===== src/rtl/lsu_pkg.sv =====
// Shared types and constants for the load/store unit.
//   lsu_state_e : control states of the LSU sequencer
//   F3_*        : RV32I funct3 encodings for memory access size/sign
package lsu_pkg;

  typedef enum logic [2:0] {
    IDLE,
    REQ,
    WAIT_R,
    WB,
    ERR
  } lsu_state_e;

  localparam logic [2:0] F3_B  = 3'b000;
  localparam logic [2:0] F3_H  = 3'b001;
  localparam logic [2:0] F3_W  = 3'b010;
  localparam logic [2:0] F3_BU = 3'b100;
  localparam logic [2:0] F3_HU = 3'b101;

endpackage


===== src/rtl/lsu_align.sv =====
// Combinational data alignment for the load/store unit (32-bit only).
//   is_store, funct3, addr_lo : operation kind, size/sign and byte offset
//   store_data                : rs2 value to be written
//   rdata                     : word returned by data memory
//   wstrb, wdata              : byte enables and lane-replicated store data
//   load_data                 : selected and extended load result
//   misalign                  : access is misaligned or funct3 is illegal
module lsu_align
  import lsu_pkg::*;
(
  input  logic        is_store,
  input  logic [2:0]  funct3,
  input  logic [1:0]  addr_lo,
  input  logic [31:0] store_data,
  input  logic [31:0] rdata,
  output logic [3:0]  wstrb,
  output logic [31:0] wdata,
  output logic [31:0] load_data,
  output logic        misalign
);

  logic [31:0] rdata_shifted;

  // Store side: strobes and data replication; illegal encodings fall
  // through to misalign=1 so they take the error path.
  always_comb begin
    wstrb    = 4'b0000;
    wdata    = store_data;
    misalign = 1'b1;
    if (is_store) begin
      case (funct3)
        F3_B: begin
          wstrb    = 4'b0001 << addr_lo;
          wdata    = {4{store_data[7:0]}};
          misalign = 1'b0;
        end
        F3_H: begin
          wstrb    = 4'b0011 << addr_lo;
          wdata    = {2{store_data[15:0]}};
          misalign = addr_lo[0];
        end
        F3_W: begin
          wstrb    = 4'b1111;
          misalign = |addr_lo;
        end
        default: ;
      endcase
    end else begin
      case (funct3)
        F3_B, F3_BU: misalign = 1'b0;
        F3_H, F3_HU: misalign = addr_lo[0];
        F3_W:        misalign = |addr_lo;
        default:     ;
      endcase
    end
  end

  // Bring the addressed byte/half down to bit 0, then extend.
  assign rdata_shifted = rdata >> {addr_lo, 3'b000};

  always_comb begin
    load_data = rdata;
    case (funct3)
      F3_B:  load_data = {{24{rdata_shifted[7]}}, rdata_shifted[7:0]};
      F3_BU: load_data = {24'h000000, rdata_shifted[7:0]};
      F3_H:  load_data = {{16{rdata_shifted[15]}}, rdata_shifted[15:0]};
      F3_HU: load_data = {16'h0000, rdata_shifted[15:0]};
      default: ;
    endcase
  end

endmodule


===== src/rtl/load_store_unit.sv =====
// RV32I load/store unit: accepts one memory op at a time from execute,
// issues a word-aligned request over req/gnt/rvalid, and writes aligned,
// extended load data to the register file.
//   clk, reset (async, active-low)
//   req_valid/req_ready, is_store, funct3, addr, store_data, rd_addr : core side
//   mem_req/we/addr/wstrb/wdata, mem_gnt, mem_rvalid, mem_rdata      : memory side
//   RegWrite, W_Add, W_Data                                           : regfile write
//   done, misalign_err                                                : retire status
module load_store_unit
  import lsu_pkg::*;
#(
  parameter int Width     = 32,
  parameter int AddrWidth = 32
) (
  input  logic                 clk,
  input  logic                 reset,
  input  logic                 req_valid,
  output logic                 req_ready,
  input  logic                 is_store,
  input  logic [2:0]           funct3,
  input  logic [AddrWidth-1:0] addr,
  input  logic [Width-1:0]     store_data,
  input  logic [4:0]           rd_addr,
  output logic                 mem_req,
  output logic                 mem_we,
  output logic [AddrWidth-1:0] mem_addr,
  output logic [3:0]           mem_wstrb,
  output logic [Width-1:0]     mem_wdata,
  input  logic                 mem_gnt,
  input  logic                 mem_rvalid,
  input  logic [Width-1:0]     mem_rdata,
  output logic                 RegWrite,
  output logic [4:0]           W_Add,
  output logic [Width-1:0]     W_Data,
  output logic                 done,
  output logic                 misalign_err
);

  lsu_state_e           state_q, state_d;
  logic                 is_store_q, is_store_d;
  logic [2:0]           funct3_q, funct3_d;
  logic [AddrWidth-1:0] addr_q, addr_d;
  logic [Width-1:0]     sdata_q, sdata_d;
  logic [4:0]           rd_q, rd_d;
  logic                 reg_write_q, reg_write_d;
  logic [4:0]           w_add_q, w_add_d;
  logic [Width-1:0]     w_data_q, w_data_d;

  logic                 in_idle;
  logic                 accept;
  logic                 op_is_store;
  logic [2:0]           op_funct3;
  logic [1:0]           op_addr_lo;
  logic [Width-1:0]     op_sdata;
  logic [3:0]           al_wstrb;
  logic [Width-1:0]     al_wdata;
  logic [Width-1:0]     al_load;
  logic                 al_misalign;

  assign in_idle   = (state_q == IDLE);
  // Ready falls with reset even though the state is already IDLE.
  assign req_ready = in_idle & reset;
  assign accept    = req_valid & req_ready;

  // One aligner serves both phases: live inputs for the misalign decision at
  // accept, latched fields afterwards for strobes, data and load extraction.
  assign op_is_store = in_idle ? is_store          : is_store_q;
  assign op_funct3   = in_idle ? funct3            : funct3_q;
  assign op_addr_lo  = in_idle ? addr[1:0]         : addr_q[1:0];
  assign op_sdata    = in_idle ? store_data        : sdata_q;

  lsu_align u_align (
    .is_store   (op_is_store),
    .funct3     (op_funct3),
    .addr_lo    (op_addr_lo),
    .store_data (op_sdata),
    .rdata      (mem_rdata),
    .wstrb      (al_wstrb),
    .wdata      (al_wdata),
    .load_data  (al_load),
    .misalign   (al_misalign)
  );

  always_comb begin
    state_d     = state_q;
    is_store_d  = is_store_q;
    funct3_d    = funct3_q;
    addr_d      = addr_q;
    sdata_d     = sdata_q;
    rd_d        = rd_q;
    reg_write_d = 1'b0;
    w_add_d     = 5'd0;
    w_data_d    = '0;
    case (state_q)
      IDLE: begin
        if (accept) begin
          is_store_d = is_store;
          funct3_d   = funct3;
          addr_d     = addr;
          sdata_d    = store_data;
          rd_d       = rd_addr;
          state_d    = al_misalign ? ERR : REQ;
        end
      end
      REQ: begin
        // rvalid in this state belongs to nothing and is dropped.
        if (mem_gnt) state_d = is_store_q ? IDLE : WAIT_R;
      end
      WAIT_R: begin
        if (mem_rvalid) begin
          state_d = WB;
          // x0 writes are suppressed entirely so the port stays all-zero.
          if (rd_q != 5'd0) begin
            reg_write_d = 1'b1;
            w_add_d     = rd_q;
            w_data_d    = al_load;
          end
        end
      end
      WB:      state_d = IDLE;
      ERR:     state_d = IDLE;
      default: state_d = IDLE;
    endcase
  end

  always_ff @(posedge clk or negedge reset) begin
    if (!reset) begin
      state_q     <= IDLE;
      is_store_q  <= 1'b0;
      funct3_q    <= 3'd0;
      addr_q      <= '0;
      sdata_q     <= '0;
      rd_q        <= 5'd0;
      reg_write_q <= 1'b0;
      w_add_q     <= 5'd0;
      w_data_q    <= '0;
    end else begin
      state_q     <= state_d;
      is_store_q  <= is_store_d;
      funct3_q    <= funct3_d;
      addr_q      <= addr_d;
      sdata_q     <= sdata_d;
      rd_q        <= rd_d;
      reg_write_q <= reg_write_d;
      w_add_q     <= w_add_d;
      w_data_q    <= w_data_d;
    end
  end

  // Memory outputs are held from latched fields for the whole REQ phase.
  assign mem_req   = (state_q == REQ);
  assign mem_we    = mem_req & is_store_q;
  assign mem_addr  = mem_req ? {addr_q[AddrWidth-1:2], 2'b00} : '0;
  assign mem_wstrb = mem_req ? al_wstrb : 4'b0000;
  assign mem_wdata = mem_req ? al_wdata : '0;

  assign RegWrite     = reg_write_q;
  assign W_Add        = w_add_q;
  assign W_Data       = w_data_q;
  // A store retires in its grant cycle; loads retire in WB, errors in ERR.
  assign done         = (state_q == WB) | (state_q == ERR) |
                        (mem_req & is_store_q & mem_gnt);
  assign misalign_err = (state_q == ERR);

endmodule


===== config.mk =====
export PLATFORM = sky130hd
export DESIGN_NAME = load_store_unit
export DESIGN_NICKNAME = d
export VERILOG_FILES = /design/src/rtl/lsu_pkg.sv /design/src/rtl/lsu_align.sv /design/src/rtl/load_store_unit.sv
export SDC_FILE = /design/constraint.sdc
export NUM_CORES = 1
export LEC_CHECK = 0
export BUFFER_PORTS_ARGS = -buffer_cell sky130_fd_sc_hd__buf_2
export CAP_MARGIN = 20
export CORE_ASPECT_RATIO = 0.8
export CORE_MARGIN = 3
export CORE_UTILIZATION = 30
export DETAILED_ROUTE_END_ITERATION = 8
export SLEW_MARGIN = 10
export SYNTH_ARGS = -nofsm -noshare
export SYNTH_HDL_FRONTEND = slang
export SYNTH_HIERARCHICAL = 1
export SYNTH_SLANG_ARGS = --single-unit

===== constraint.sdc =====
create_clock -name clk -period 2.6 [get_ports clk]
set_input_delay 0.13 -clock clk [delete_from_list [all_inputs] [get_ports clk]]
set_output_delay 0.13 -clock clk [all_outputs]
set_load 0.005 [all_outputs]

Yosys cells after proc, flatten, opt, wreduce, memory -nomap -nowiden. Cells that the tools add are included.

Muxes and demuxes: 30. Shifts and indexed selects: 3. Bitwise operators: 6. Reduce and logical (&&, ||, !) cells: 8. Equality and inequality tests: 11.

Operators with widths (count): $mux W32 (7); $pmux W32 S4 (1); $pmux W32 S2 (1); $shr A32 B5 Y16 (1); $mux W3 (5); $mux W5 (3); $pmux W4 S3 (1); $eq A3 B2 Y1 const B (3); $eq A3 B3 Y1 const B (3); $pmux W3 S3 (1); $mux W4 (2); $eq A3 B1 Y1 const B (2); $logic_not A3 Y1 (2); $pmux W1 S3 (2); $reduce_or A2 Y1 (3); $mux W1 (5); $reduce_bool A5 Y1 (1); $and A1 B1 Y1 (4); $mux W2 (2); $ne A2 B1 Y1 const B (2); $shl A1 B2 Y4 const A (1); $shl A2 B2 Y4 const A (1); $reduce_and A3 Y1 (1); $ne A2 B2 Y1 const B (1); 2 further kinds (3).

Register bits: 114. Output and inout bits: 111.

Depth between registers and ports, before layout.
Depth in word-level cells: 9. Gate-level depth with buffers: 11.

Hierarchy. Netlist, hierarchy kept.

By module, submodules not included: load_store_unit (seq. area each 2852.7 um^2, cells an instance 377, instances 1, area each 5036.1 um^2); lsu_align (seq. area each 0.0 um^2, cells an instance 198, instances 1, area each 1346.3 um^2).

Worst setup path before layout. OpenSTA, ideal clock, no wires.

Path type: reg2out. Start: register state_q[2]. End: output port mem_wdata[10]. Required time: 2.470 ns. Data arrival time: 2.509 ns. Slack: -0.039 ns. Stages on the path, launching flop included: 9. Path through: dfrtp_1 -> nor3_2 -> buf_2 -> mux2_2 -> or2_1 -> buf_6 -> nor3_4 -> mux2_4 -> and2_1.

Word-level cells in the longest chain between the ends: 6. Elaborated cells between the ends (all ways): 10.

RTL lines: start: declaration (RTL line load_store_unit.sv:39) `lsu_state_e state_q, state_d;`; start signal: assignment (RTL line load_store_unit.sv:138) `state_q <= state_d;`; $logic_not A3 Y1 (*) (RTL line load_store_unit.sv:60) `assign in_idle = (state_q == IDLE);`; $mux W3 (*) (RTL line load_store_unit.sv:68) `assign op_funct3 = in_idle ? funct3 : funct3_q;`; named net op_funct3[2] (RTL line load_store_unit.sv:52) `logic [2:0] op_funct3;`; $eq A3 B1 Y1 or $logic_not A3 Y1 (tied branches) (RTL line lsu_align.sv:31) `case (funct3)`; $pmux W32 S2 (*) (RTL line lsu_align.sv:31); $mux W32 (*) (RTL line lsu_align.sv:30) `if (is_store) begin`; named net al_wdata[10] (RTL line load_store_unit.sv:56) `logic [Width-1:0] al_wdata;`; $mux W32 (*) (RTL line load_store_unit.sv:155) `assign mem_wdata = mem_req ? al_wdata : '0;`; end: declaration (RTL line load_store_unit.sv:28) `output logic [Width-1:0] mem_wdata,`.

The timed path passes the listed nets; every way through them passes the cells marked *.

Worst setup path in the final report.
Start: register state_q[1]. End: output port mem_wdata[12].

The elaborated chain is that of the path after synthesis.

==> impl_metrics.toml <==
[run_status]
status = "finished, violations left"
violations = "setup timing"

[route]
wl_per_cell_um = 16.5
drt_iter0_drc = 263
drt_wl_total_um = 19200
viasPerCell = 4.62
drt_pass1_iterations = 4
dr_total_vias = 5380
ant_nets = 0
route.detailed.drc = 0

[worst_hold_path]
min_from = "mem_gnt"
hp-class = "in -> reg"

[power_and_ir_drop]
ir_drop_mv = 0.481
netSwitchingFraction = 0.350
p_per_area_nw_per_um2 = 1170
pwr-share-comb = 0.534
leakage_nw = 4.75
clkPwrFrac = 0.223
internal_power_mw = 7.29
power_switching_mw = 3.92
p_seq_frac = 0.243

[critical_path]
r2r_start = "state_q[1]"
cp_slowest_cell = "dfrtp_1"
cp-end-kind = "primary output"
critical_path.top_delay_family = "simple AND/OR/NAND/NOR gates"
arrival_ps = 2660
cp_num_buf_inv = 3
cp_cell_sequence = "nor3_4 -> buf_6 -> mux2_4 -> or2_4 -> nor3_4 -> buf_12 -> mux2_4 -> and2_4 -> buf_6"
crit_start = "state_q[1]"
path_class = "reg -> out"
worstPathRequired_ps = 2470
startpoint_type = "flop"
crit_path_max_fanout = 8
crit_path_max_incr_delay_ps = 400

[logic_synthesis]
ys.flop_type = "dfrtp_1"
ys_seq_elements = 114
synth-async-reset-ratio = 1.00
syn_inst = 575
synth_edf_count = 0
yosysSeqAreaShare = 0.447
ys_warn_count = 6
synth_top_area_frac = 0.447
ys_types = 46
syn_area_sq_um = 6380
synth_area_leaders = "dfrtp_1, mux2_2, mux2_1"
syn_avg_cell_area_sq_um = 11.1
yosysTopAreaCell = "dfrtp_1"

[sta]
fin_crit_sh = 1.07
drv_slew = 0
maxSlewHeadroom = 0.578
fmax_ghz = 0.359
finClkSkew_ps = 8.37
tightest_slew_ps = 633
rsz0062_at_grt = "yes"
setup_slack_ps = -187
hold_viol_final = 0
finalSetupViolCount = 36
fin_crit_ps = 2790

[floorplanning]
row_count = 47
io_pins = 221
dieArea_sq_um = 23100
fp.dieH_um = 136
core-area_sq_um = 20800
start_util = 0.307
die_w_um = 169

[global_routing]
antenna_found_initial = 1
overflow = 0
grtUsageTotal = 0.163
grt_start_max_net_pins = 117
grt_pass1_wl_um = 29100
grt_pass1_vias = 5294

[place]
placed_area_sq_um = 7790
port_buffers = 218
post-dp-hpwl_um = 13400
gp_congestion = 0.825
dpl_worst_slack_ps = -28.8

[layout]
mostFrequentLayoutCell = "buf_2"
fin_area_sq_um = 9590
drive_above_1_share = 0.440
areaGrowthSynthToFinish_pct = 50.3
mostFrequentLayoutCells = "buf_2, dfrtp_1, and2_1"
multiInputGateArea_sq_um = 3340
fin_nets = 991
regArea_sq_um = 2850
fill_cells = 1923
utilization = 0.461

[cts]
clock_path_buffers = 2
cts.clk_slew.worst_paths_ps = 60
numCtsBuffers = 17
cts_tree = "yes"
cts_max_level = 4
cts-root-buf = "clkbuf_16"
numClockSinks = 114
clkLatencyLatePin_ps = 410

[flow_run]
drv_cap = 0
==> registers in the layout (all words and copies together) (netlist names) <==
name and cells:
W_Data 32, is_store_q 1, rd_q 5, RegWrite 1, W_Add 5, sdata_q 32
state_q 3, addr_q 32, funct3_q 3
==> cell type report <==
type | instances | area share
Clock inverter | 14 | 0.0210
Tap cell | 269 | 0.0351
Antenna cell | 1 | 0.000261
Clock buffer | 18 | 0.0447
Multi-Input combinational cell | 407 | 0.348
Inverter | 3 | 0.00117
Sequential cell | 114 | 0.297
Timing Repair Buffer | 338 | 0.252
==> power groups by stage <==
stage	Sequential, mW	Combinational (mW)	Clock (mW)
after global routing	2.82	6.47	2.65
after floorplan	2.68	3.62	0
after global placement	2.73	4.95	0
final	2.73	5.98	2.50
after detailed placement	2.76	4.96	0
after CTS	2.73	5.45	2.58
==> path summary, 6_finish.rpt <==
check                                 to  slack [ps]  cells after the start
setup reg to reg              W_Data[28]         -80                     10
setup / recovery           mem_wdata[12]        -190                      9
hold / removal                state_q[0]          50                      4
max in group asynchronous    sdata_q[16]        1720                      3
hold reg to reg               addr_q[22]         480                      1
min in group asynchronous     addr_q[20]         410                      3
==> cell families after synthesis <==
logic type | count (synthesis) | synth area share
other | 1 | 0.000588
and+or+nand+nor | 184 | 0.163
buffers and inverters | 55 | 0.0465
muxes | 153 | 0.275
DFF | 114 | 0.447
AOI/OAI and AO/OA | 68 | 0.0680
==> routing by layer <==
| layer | track usage | vias to the layer above | share of wire |
|---|---|---|---|
| met5 | 0 | - | 0 |
| met4 | 0.0445 | 0 | 0.010 |
| met3 | 0.0442 | 13 | 0.069 |
| met2 | 0.255 | 198 | 0.45 |
| met1 | 0.224 | 2570 | 0.47 |
| li1 | - | 2599 | - |
==> worst min-delay path: stages <==
cell and delay, ps:
buf_2 110, nor2_1 40, nand2_1 60, a31oi_1 70
==> timing repair <==
action / CTS / global route
buffers inserted: 8 / 13
gates cloned: 0 / 3
pin swaps: 2 / 6
endpoints found under the setup margin: 29 / 31
endpoints found under the hold margin: 188 / 0
gates resized for setup: 25 / 22
hold buffers: 75 / 0
==> stage by stage <==
stage               power (mW)  TNS [ps]  hold WS, ps  instances
floorplan                 6.29         0         -166        576
CTS                       10.8     -4460         22.1       1149
global placement          7.68     -1.17          348       1034
finish                    11.2     -4070         49.4       1164
detailed placement        7.73      -121          345       1034
global route              11.9     -7940         56.4       1164
==> cells in the mapped netlist (2+ instances only) <==
cell type,number
a21oi_1,14
a211oi_1,2
mux2_2,68
nor2_1,17
nor3_2,2
buf_2,11
clkbuf_1,19
dfrtp_1,114
mux2i_1,16
o31ai_1,7
mux2_4,8
and2_1,106
o21ai_0,14
o21ai_1,10
buf_4,18
o211a_1,7
inv_1,3
nand2_1,41
a22oi_1,8
mux2_1,59
o21bai_1,2
nor2b_1,3
and3_1,2
buf_1,2
No activity file was read; power rests on OpenSTA's default activity.
